File: config.mk
export PLATFORM = sky130hd
export DESIGN_NAME = ps2_key_event_decoder_flat
export DESIGN_NICKNAME = d
export VERILOG_FILES = /design/src/rtl/ps2_key_event_decoder_if.sv /design/src/rtl/ps2_key_event_decoder.sv /design/src/flat_wrapper.sv
export SDC_FILE = /design/constraint.sdc
export NUM_CORES = 1
export LEC_CHECK = 0
export BUFFER_PORTS_ARGS = -buffer_cell sky130_fd_sc_hd__buf_2
export CAP_MARGIN = 40
export CORE_MARGIN = 3
export CORE_UTILIZATION = 59
export DETAILED_ROUTE_END_ITERATION = 8
export GPL_TIMING_DRIVEN = 1
export PLACE_DENSITY = 0.87
export SLEW_MARGIN = 10
export SYNTH_ARGS = -nofsm -noshare
export SYNTH_HDL_FRONTEND = slang
export SYNTH_SLANG_ARGS = --single-unit
File: constraint.sdc
create_clock -name clk -period 3.95 [get_ports clk]
set_clock_uncertainty 0.2 [all_clocks]
set_input_delay 0.5925 -clock clk [delete_from_list [all_inputs] [get_ports clk]]
set_output_delay 0.5925 -clock clk [all_outputs]
set_load 0.01 [all_outputs]
File: src/rtl/ps2_key_event_decoder_if.sv
// Signal bundle between the PS/2 byte FIFO, the key event decoder and the CPU
// keyboard port. The decoder uses the slave view; its environment uses master.
interface ps2_key_event_decoder_if #(
  parameter int DEPTH_LOG2 = 3
);
  logic                  kbd_ready;
  logic [7:0]            kbd_data;
  logic                  kbd_overflow;
  logic                  kbd_read_enable;
  logic                  evt_valid;
  logic [9:0]            evt_data;
  logic                  evt_pop;
  logic [DEPTH_LOG2:0]   evt_count;
  logic                  sync_lost;
  logic                  clr_sync_lost;

  modport master (
    output kbd_ready, kbd_data, kbd_overflow, evt_pop, clr_sync_lost,
    input  kbd_read_enable, evt_valid, evt_data, evt_count, sync_lost
  );

  modport slave (
    input  kbd_ready, kbd_data, kbd_overflow, evt_pop, clr_sync_lost,
    output kbd_read_enable, evt_valid, evt_data, evt_count, sync_lost
  );
endinterface

File: src/rtl/ps2_key_event_decoder.sv
// Folds PS/2 set-2 E0/F0 prefixes into {ext, rel, code} key events and
// buffers them in a show-ahead FIFO drained by the CPU.
module ps2_key_event_decoder #(
  parameter int DEPTH_LOG2 = 3
) (
  input  logic                     clk,
  input  logic                     rst,
  ps2_key_event_decoder_if.slave   bus
);

  localparam int DEPTH = 1 << DEPTH_LOG2;
  localparam logic [DEPTH_LOG2:0] FULL_COUNT = (DEPTH_LOG2 + 1)'(DEPTH);

  typedef enum logic [1:0] {
    ST_IDLE,
    ST_EXT,
    ST_REL,
    ST_EXT_REL
  } state_t;

  state_t                state;
  state_t                state_d;
  state_t                cur;
  logic                  cooldown;
  logic                  rd_en;
  logic                  fifo_full;
  logic                  fifo_empty;
  logic                  push;
  logic                  pop_ok;
  logic                  ext;
  logic                  rel;
  logic [9:0]            push_data;
  logic [9:0]            mem [DEPTH];
  logic [DEPTH_LOG2-1:0] wr_ptr;
  logic [DEPTH_LOG2-1:0] rd_ptr;
  logic [DEPTH_LOG2:0]   count;
  logic                  sync_lost;

  assign fifo_full  = (count == FULL_COUNT);
  assign fifo_empty = (count == '0);

  // At most one byte every second cycle, and never into a full FIFO.
  assign rd_en  = bus.kbd_ready & ~fifo_full & ~cooldown & ~rst;
  assign pop_ok = bus.evt_pop & ~fifo_empty;

  assign bus.kbd_read_enable = rd_en;
  assign bus.evt_valid       = ~fifo_empty;
  assign bus.evt_data        = fifo_empty ? 10'h000 : mem[rd_ptr];
  assign bus.evt_count       = count;
  assign bus.sync_lost       = sync_lost;

  // NOTE: every variable gets a default at the top of always_comb so no path
  // leaves it unassigned; a missing default infers a latch.
  always_comb begin
    // An overflow on this edge discards any partial prefix before decoding.
    cur       = bus.kbd_overflow ? ST_IDLE : state;
    state_d   = cur;
    push      = 1'b0;
    ext       = (cur == ST_EXT) || (cur == ST_EXT_REL);
    rel       = (cur == ST_REL) || (cur == ST_EXT_REL);
    push_data = {ext, rel, bus.kbd_data};
    if (rd_en) begin
      if (bus.kbd_data == 8'hE0) begin
        state_d = ST_EXT;
      end else if (bus.kbd_data == 8'hF0) begin
        case (cur)
          ST_IDLE: state_d = ST_REL;
          ST_EXT:  state_d = ST_EXT_REL;
          default: state_d = cur;
        endcase
      end else if (bus.kbd_data inside {8'hAA, 8'hFA, 8'hFE, 8'h00, 8'hFF}) begin
        state_d = ST_IDLE;
      end else begin
        push    = 1'b1;
        state_d = ST_IDLE;
      end
    end
  end

  // NOTE: sequential state uses non-blocking assignments so every register
  // samples pre-edge values regardless of block evaluation order.
  always_ff @(posedge clk or posedge rst) begin
    if (rst) begin
      state     <= ST_IDLE;
      cooldown  <= 1'b0;
      sync_lost <= 1'b0;
    end else begin
      state    <= state_d;
      cooldown <= rd_en;
      if (bus.kbd_overflow) begin
        sync_lost <= 1'b1;
      end else if (bus.clr_sync_lost) begin
        sync_lost <= 1'b0;
      end
    end
  end

  always_ff @(posedge clk or posedge rst) begin
    if (rst) begin
      wr_ptr <= '0;
      rd_ptr <= '0;
      count  <= '0;
    end else begin
      if (push) begin
        wr_ptr <= wr_ptr + 1'b1;
      end
      if (pop_ok) begin
        rd_ptr <= rd_ptr + 1'b1;
      end
      case ({push, pop_ok})
        2'b10:   count <= count + 1'b1;
        2'b01:   count <= count - 1'b1;
        default: count <= count;
      endcase
    end
  end

  // NOTE: the storage array is not reset; count gates every read, so stale
  // entries are never visible and the array can map onto plain RAM.
  always_ff @(posedge clk) begin
    if (push) begin
      mem[wr_ptr] <= push_data;
    end
  end

endmodule

File: src/flat_wrapper.sv
// flat-port wrapper written by rule: the top's interface ports become plain ports
module ps2_key_event_decoder_flat 
#(
  parameter int DEPTH_LOG2 = 3
)
  (clk, rst, bus_kbd_ready, bus_kbd_data, bus_kbd_overflow, bus_evt_pop, bus_clr_sync_lost, bus_kbd_read_enable, bus_evt_valid, bus_evt_data, bus_evt_count, bus_sync_lost);
  ps2_key_event_decoder_if #(.DEPTH_LOG2(DEPTH_LOG2)) bus_i ();
  input  logic clk;
  input  logic rst;
  input wire logic [$bits(bus_i.kbd_ready)-1:0] bus_kbd_ready;
  input wire logic [$bits(bus_i.kbd_data)-1:0] bus_kbd_data;
  input wire logic [$bits(bus_i.kbd_overflow)-1:0] bus_kbd_overflow;
  input wire logic [$bits(bus_i.evt_pop)-1:0] bus_evt_pop;
  input wire logic [$bits(bus_i.clr_sync_lost)-1:0] bus_clr_sync_lost;
  output wire logic [$bits(bus_i.kbd_read_enable)-1:0] bus_kbd_read_enable;
  output wire logic [$bits(bus_i.evt_valid)-1:0] bus_evt_valid;
  output wire logic [$bits(bus_i.evt_data)-1:0] bus_evt_data;
  output wire logic [$bits(bus_i.evt_count)-1:0] bus_evt_count;
  output wire logic [$bits(bus_i.sync_lost)-1:0] bus_sync_lost;
  assign bus_i.kbd_ready = bus_kbd_ready;
  assign bus_i.kbd_data = bus_kbd_data;
  assign bus_i.kbd_overflow = bus_kbd_overflow;
  assign bus_i.evt_pop = bus_evt_pop;
  assign bus_i.clr_sync_lost = bus_clr_sync_lost;
  assign bus_kbd_read_enable = bus_i.kbd_read_enable;
  assign bus_evt_valid = bus_i.evt_valid;
  assign bus_evt_data = bus_i.evt_data;
  assign bus_evt_count = bus_i.evt_count;
  assign bus_sync_lost = bus_i.sync_lost;
  ps2_key_event_decoder #(.DEPTH_LOG2(DEPTH_LOG2)) u_core (.clk(clk), .rst(rst), .bus(bus_i));
endmodule
======== Yosys cells after proc, flatten, opt, wreduce, memory -nomap -nowiden ========
Memory sizes are Yosys's and may differ from the RTL's.
Cells that the tools add are included.
storage, ports and cells
  flip-flop bits (word level) ............. 14
  bits in latches ......................... 0
  bits in writable memories ............... 80
  bits in read-only memories .............. 0
  bits of input ports ..................... 14
  output and inout port bits .............. 17
  logic and storage cells ................. 54
  memories kept ........................... 1
memories
  memory      depth  bits a word  rd ports  clocked after Yosys merged registers in  write ports  RTL line                     text
  u_core.mem  8      10           1         0                                        1            ps2_key_event_decoder.sv:33  logic [9:0] mem [DEPTH];
cells by class
  $add $sub $neg .......................... 4
  multipliers ............................. 0
  div/mod/pow operators ................... 0
  magnitude comparators ................... 0
  eq/ne operators ......................... 12
  shift-type cells ........................ 0
  mux-type cells .......................... 15
  bitwise logic cells ..................... 8
  reductions and logical operators ........ 8
operators by type and width
  operator                                           count
  == test 8 bit (second input constant)              6
  2-to-1 mux 10 bit                                  1
  zero test 8 bit                                    1
  2-to-1 mux 1 bit                                   8
  2-to-1 mux 2 bit                                   4
  one-hot mux 4 bit (2 select lines)                 1
  adder 3 x 1 -> 3 bit (second input constant)       2
  == test 2 bit (second input constant)              3
  nonzero test 5 bit                                 1
  adder 4 x 1 -> 4 bit (second input constant)       1
  AND 1 bit                                          4
  == test 2 x 1 -> 1 bit (second input constant)     2
  == test 4 bit (second input constant)              1
  zero test 4 bit                                    1
  NOT 1 bit                                          4
  one-hot mux 2 bit (2 select lines)                 1
  nonzero test 2 bit                                 2
  subtractor 4 x 1 -> 4 bit (second input constant)  1
  zero test 2 bit                                    1
  logical OR 1 bit                                   2

======== Longest topological paths before layout ========
  depth after elaboration ................. 8
  depth in mapped cells ................... 12
  gate-level depth less buffers ........... 10

======== Worst setup path before layout ========
No wires, ideal clock.
  kind .................................... input port to flip-flop
  from .................................... input rst
  to ...................................... memory u_core.mem[1][0], enable pin
  arrival time ............................ 2.618 ns
  required time ........................... 3.346 ns
  path slack .............................. 0.728 ns
  stages on the path ...................... 6
  buffers on the path ..................... 2
  cell sequence ........................... or3b_1 buf_6 a211oi_4 nand4_2 buf_6 nor4_1
between the ends
  longest elaborated chain between the ends .. 5
ends and longest elaborated chain
  element                                 RTL line                      text
  start, declared                         flat_wrapper.sv:9             input logic rst;
  NOT 1 bit                               ps2_key_event_decoder.sv:43   assign rd_en = bus.kbd_ready & ~fifo_full & ~cooldown & ~rst;
  AND 1 bit                               ps2_key_event_decoder.sv:43
  2-to-1 mux 1 bit                        ps2_key_event_decoder.sv:62   if (rd_en) begin
  2-to-1 mux 1 bit                        ps2_key_event_decoder.sv:121  if (push) begin
  2-to-1 mux 1 bit (implied by the code)  ps2_key_event_decoder.sv:122  mem[wr_ptr] <= push_data;
  end, declared                           ps2_key_event_decoder.sv:33
No other way between the ends.

======== Final worst setup path ========
  from .................................... register u_core.count[1], in the netlist u_core.bus.evt_count[1]
  to ...................................... register u_core.count[2], in the netlist u_core.bus.evt_count[2]
between the ends
  longest elaborated chain between the ends .. 8
  elaborated cells on any way between the ends .. 15
  classes of those cells .................. 2 x add/sub; 3 x eq/ne; 2 x mux; 6 x bitwise; 2 x reduce/logical
ends and longest elaborated chain
  element                                                                   RTL line                      text
  start, declared                                                           ps2_key_event_decoder.sv:36   logic [DEPTH_LOG2:0] count;
  start signal, assigned                                                    ps2_key_event_decoder.sv:111  2'b10: count <= count + 1'b1;
  start signal, assigned                                                    ps2_key_event_decoder.sv:112  2'b01: count <= count - 1'b1;
  start signal, assigned                                                    ps2_key_event_decoder.sv:113  default: count <= count;
  == test 4 bit                                                             ps2_key_event_decoder.sv:39   assign fifo_full = (count == FULL_COUNT);
  NOT 1 bit                                                                 ps2_key_event_decoder.sv:43
  AND 1 bit (3 in series)                                                   ps2_key_event_decoder.sv:43
  2-to-1 mux 1 bit                                                          ps2_key_event_decoder.sv:62
  == test 2 x 1 -> 1 bit or == test 2 bit (tied branches)                   ps2_key_event_decoder.sv:110  case ({push, pop_ok})
  one-hot mux 4 bit (2 select lines) or nonzero test 2 bit (tied branches)  n/a
Parallel ways exist; a longest one is shown, timed or not.
A chain may end at the register's enable or synchronous reset.

==> flow_summary.ini <==
[setup_path]
cp_slowest_stage_delay_ps = 630
crit_type = reg2reg
startpoint = u_core.bus.evt_count[1]
cpLargestDelayFamily = simple AND/OR/NAND/NOR gates
regToRegSetupSlack_ps = 1060
cp_data_arrival_time_ps = 2920
crit_chain = nor4b_2 -> a211oi_4 -> nand4_2 -> buf_4 -> ha_1 -> xor2_1 -> ha_1 -> a21oi_1 -> xor2_1 -> nor2_1 -> xor2_1
rr_worst_depth = 11
startpoint_type = flop
crit_slowest_cell = nor4b_2
crit_top_cell = xor2_1
critical_path_depth = 11
setup.worst_path.end = u_core.bus.evt_count[2]
r2r_end = u_core.bus.evt_count[2]
critPathRequiredTime_ps = 3980
crit_path_max_fanout = 12
rr_startpoint = u_core.bus.evt_count[1]
end_kind = flop
worst-path-buf-inv = 1

[yosys]
netlist_area_um2 = 3940
synthTopCellsByCount = edfxtp_1, mux4_2, dfrtp_1, nor2_1, mux2i_1
synth_top_flop_cell = edfxtp_1
syn-mean-instance-area_um2 = 18.4
ys_ff_latch = 94
synth-seq-area-share_pct = 69.9
synth_edf_count = 80
netlist_top_cells_area = edfxtp_1, mux4_2, dfrtp_1, mux2i_1, ha_1
ys.warnings.count = 0
async_flop_share_pct = 14.9
synth.most_common_cell = edfxtp_1
synth_largest_area_cell = edfxtp_1
syn_inst = 214
syn_nets = 233
synthDistinctLibCells = 39
netlist.area_leader.share_pct = 61.0

[grt]
grt.total_usage_pct = 21.0
first_global_vias = 2123
grt_max_degree = 23
grt_first_pass_wirelength_um = 11400
grt_overflow = 0
antenna_found_initial = 0

[placement]
gp_congestion = 0.795
port_buffers = 30
place_hpwl_um = 4830
place_area_um2 = 4280

[sta]
fin_crit_ps = 2890
report.final.hold_viol_count = 0
slew-limit-headroom_pct = 50.4
fin_setup_tns_ps = 0
timing.fmax_mhz = 346
drv_slew = 0
hold_slack_ps = 86.0
rsz0062_at_grt = false
setup_viol = 0
finalCritPeriodShare_pct = 73.2
tightest_slew_ps = 744

[cts]
holdBufCountCts = 0
h-tree-depth = 3
cts-resized-gates = 0
cts_tree = done
cts_root_buffer = clkbuf_8
cts_buffers = 9
clockBufferDepth = 2
clk_pin_slew_ps = 90
post_cts.repair.setup_buffers = 0
clock_sinks = 94
clkLatencyLatePin_ps = 350

[worst_hold_path]
hold_path.class = in2async

[floorplan]
die_h_um = 87.7
core_um2 = 6420
initial_utilization_pct = 61.3
ios = 31
num_rows = 29
die_x_um = 87.7
die-area_um2 = 7690

[outcome]
outcome = finished clean

[layout]
syn2layout_area_growth_pct = 13.5
fin_util_pct = 69.6
final_nets = 282
layout-drive-gt1-share_pct = 35.1
n_antenna_cell = 0
final_cell_area_um2 = 4470

[routing]
vias = 2044
wl_um = 7150
ant_nets = 0
wl_per_cell_um = 20.7
dr.pass1.iters = 4
drtIter0Drc = 179
drc = 0
avgViaCountPerCell = 5.92

[power]
ir_drop_uv = 357
power_per_cell_area_nw_per_um2 = 639
leakagePower_nw = 1.60

[run]
cap_violations = 0
## how the worst min path moves through the flow
stage / startpoint / to / cells after the start
floorplan: rst / u_core.bus.evt_count[0] / 1
global placement: u_core.bus.sync_lost / u_core.bus.sync_lost / 1
detailed placement: u_core.bus.sync_lost / u_core.bus.sync_lost / 1
CTS: rst / u_core.bus.evt_count[1] / 2
global route: rst / u_core.bus.evt_count[0] / 2
finish: rst / u_core.bus.evt_count[1] / 2
## metal layers
metal / track usage, % / wire length, um / part of all wire (%) / vias to the layer above
li1: - / - / - / 945
met2: 33.8 / 3650 / 51 / 67
met5: 0 / 0 / 0 / -
met1: 27.6 / 2950 / 41 / 1020
met3: 5.36 / 413 / 5.8 / 12
met4: 8.37 / 137 / 1.9 / 0
## cell families after synthesis
kind of cell,Yosys count,synth area share [%]
xor gates and xnor gates,10,2.22
buffers and inverters,16,1.97
adders and majority gates,5,1.59
muxes,33,14.8
DFF,94,69.9
and+or+nand+nor,47,7.75
AOI/OAI and AO/OA,9,1.75
## registers in the layout, summed over array words and instances (netlist names)
| register | flops |
|---|---|
| u_core.bus.sync_lost | 1 |
| u_core.wr_ptr | 3 |
| u_core.bus.evt_count | 4 |
| u_core.cooldown | 1 |
| u_core.mem | 80 |
| u_core.rd_ptr | 3 |
| u_core.state | 2 |
## cell type report
cell class                 instances  area [um^2]
timing repair buffer              49          300
sequential                        94         2750
tap                               77         96.3
multi-input combinational        104         1110
clock buffer                      10          128
inverter                           5         18.8
clock inverter                     6         61.3
fill                             386         1950
## per-stage QoR
| stage | cells | total power [W] | setup WS [ps] |
|---|---|---|---|
| after CTS | 345 | 0.00289 | 1040 |
| after global routing | 345 | 0.00303 | 812 |
| final | 345 | 0.00286 | 1060 |
| after floorplan | 214 | 0.00198 | 728 |
| after global placement | 328 | 0.00224 | 835 |
| after detailed placement | 329 | 0.00227 | 738 |
## layout by cell type (no fill, tap or decap), types with 2 or more instances in the layout
cell type,Yosys,layout
a21oi_1,2,2
mux4_2,20,20
edfxtp_1,80,80
mux2i_1,10,10
o21ai_0,3,3
nor4_2,3,4
dfrtp_1,14,14
xor2_1,6,6
nor2_1,14,14
inv_1,4,4
nor4b_2,3,3
nor3_1,5,5
mux2_1,2,2
clkbuf_8,0,9
ha_1,5,5
buf_2,2,30
buf_4,0,18
clkinv_2,0,2
nor2b_1,3,3
nand4_1,3,3
nand2_1,4,4
xnor2_1,4,4
## power breakdown
group          internal (W)  total (W)  switching (W)
sequential          0.00119    0.00134       0.000157
clock              0.000292   0.000611       0.000318
combinational      0.000476   0.000904       0.000428
total               0.00195    0.00286       0.000903
Note: power is estimated with default switching activity, not from simulation.
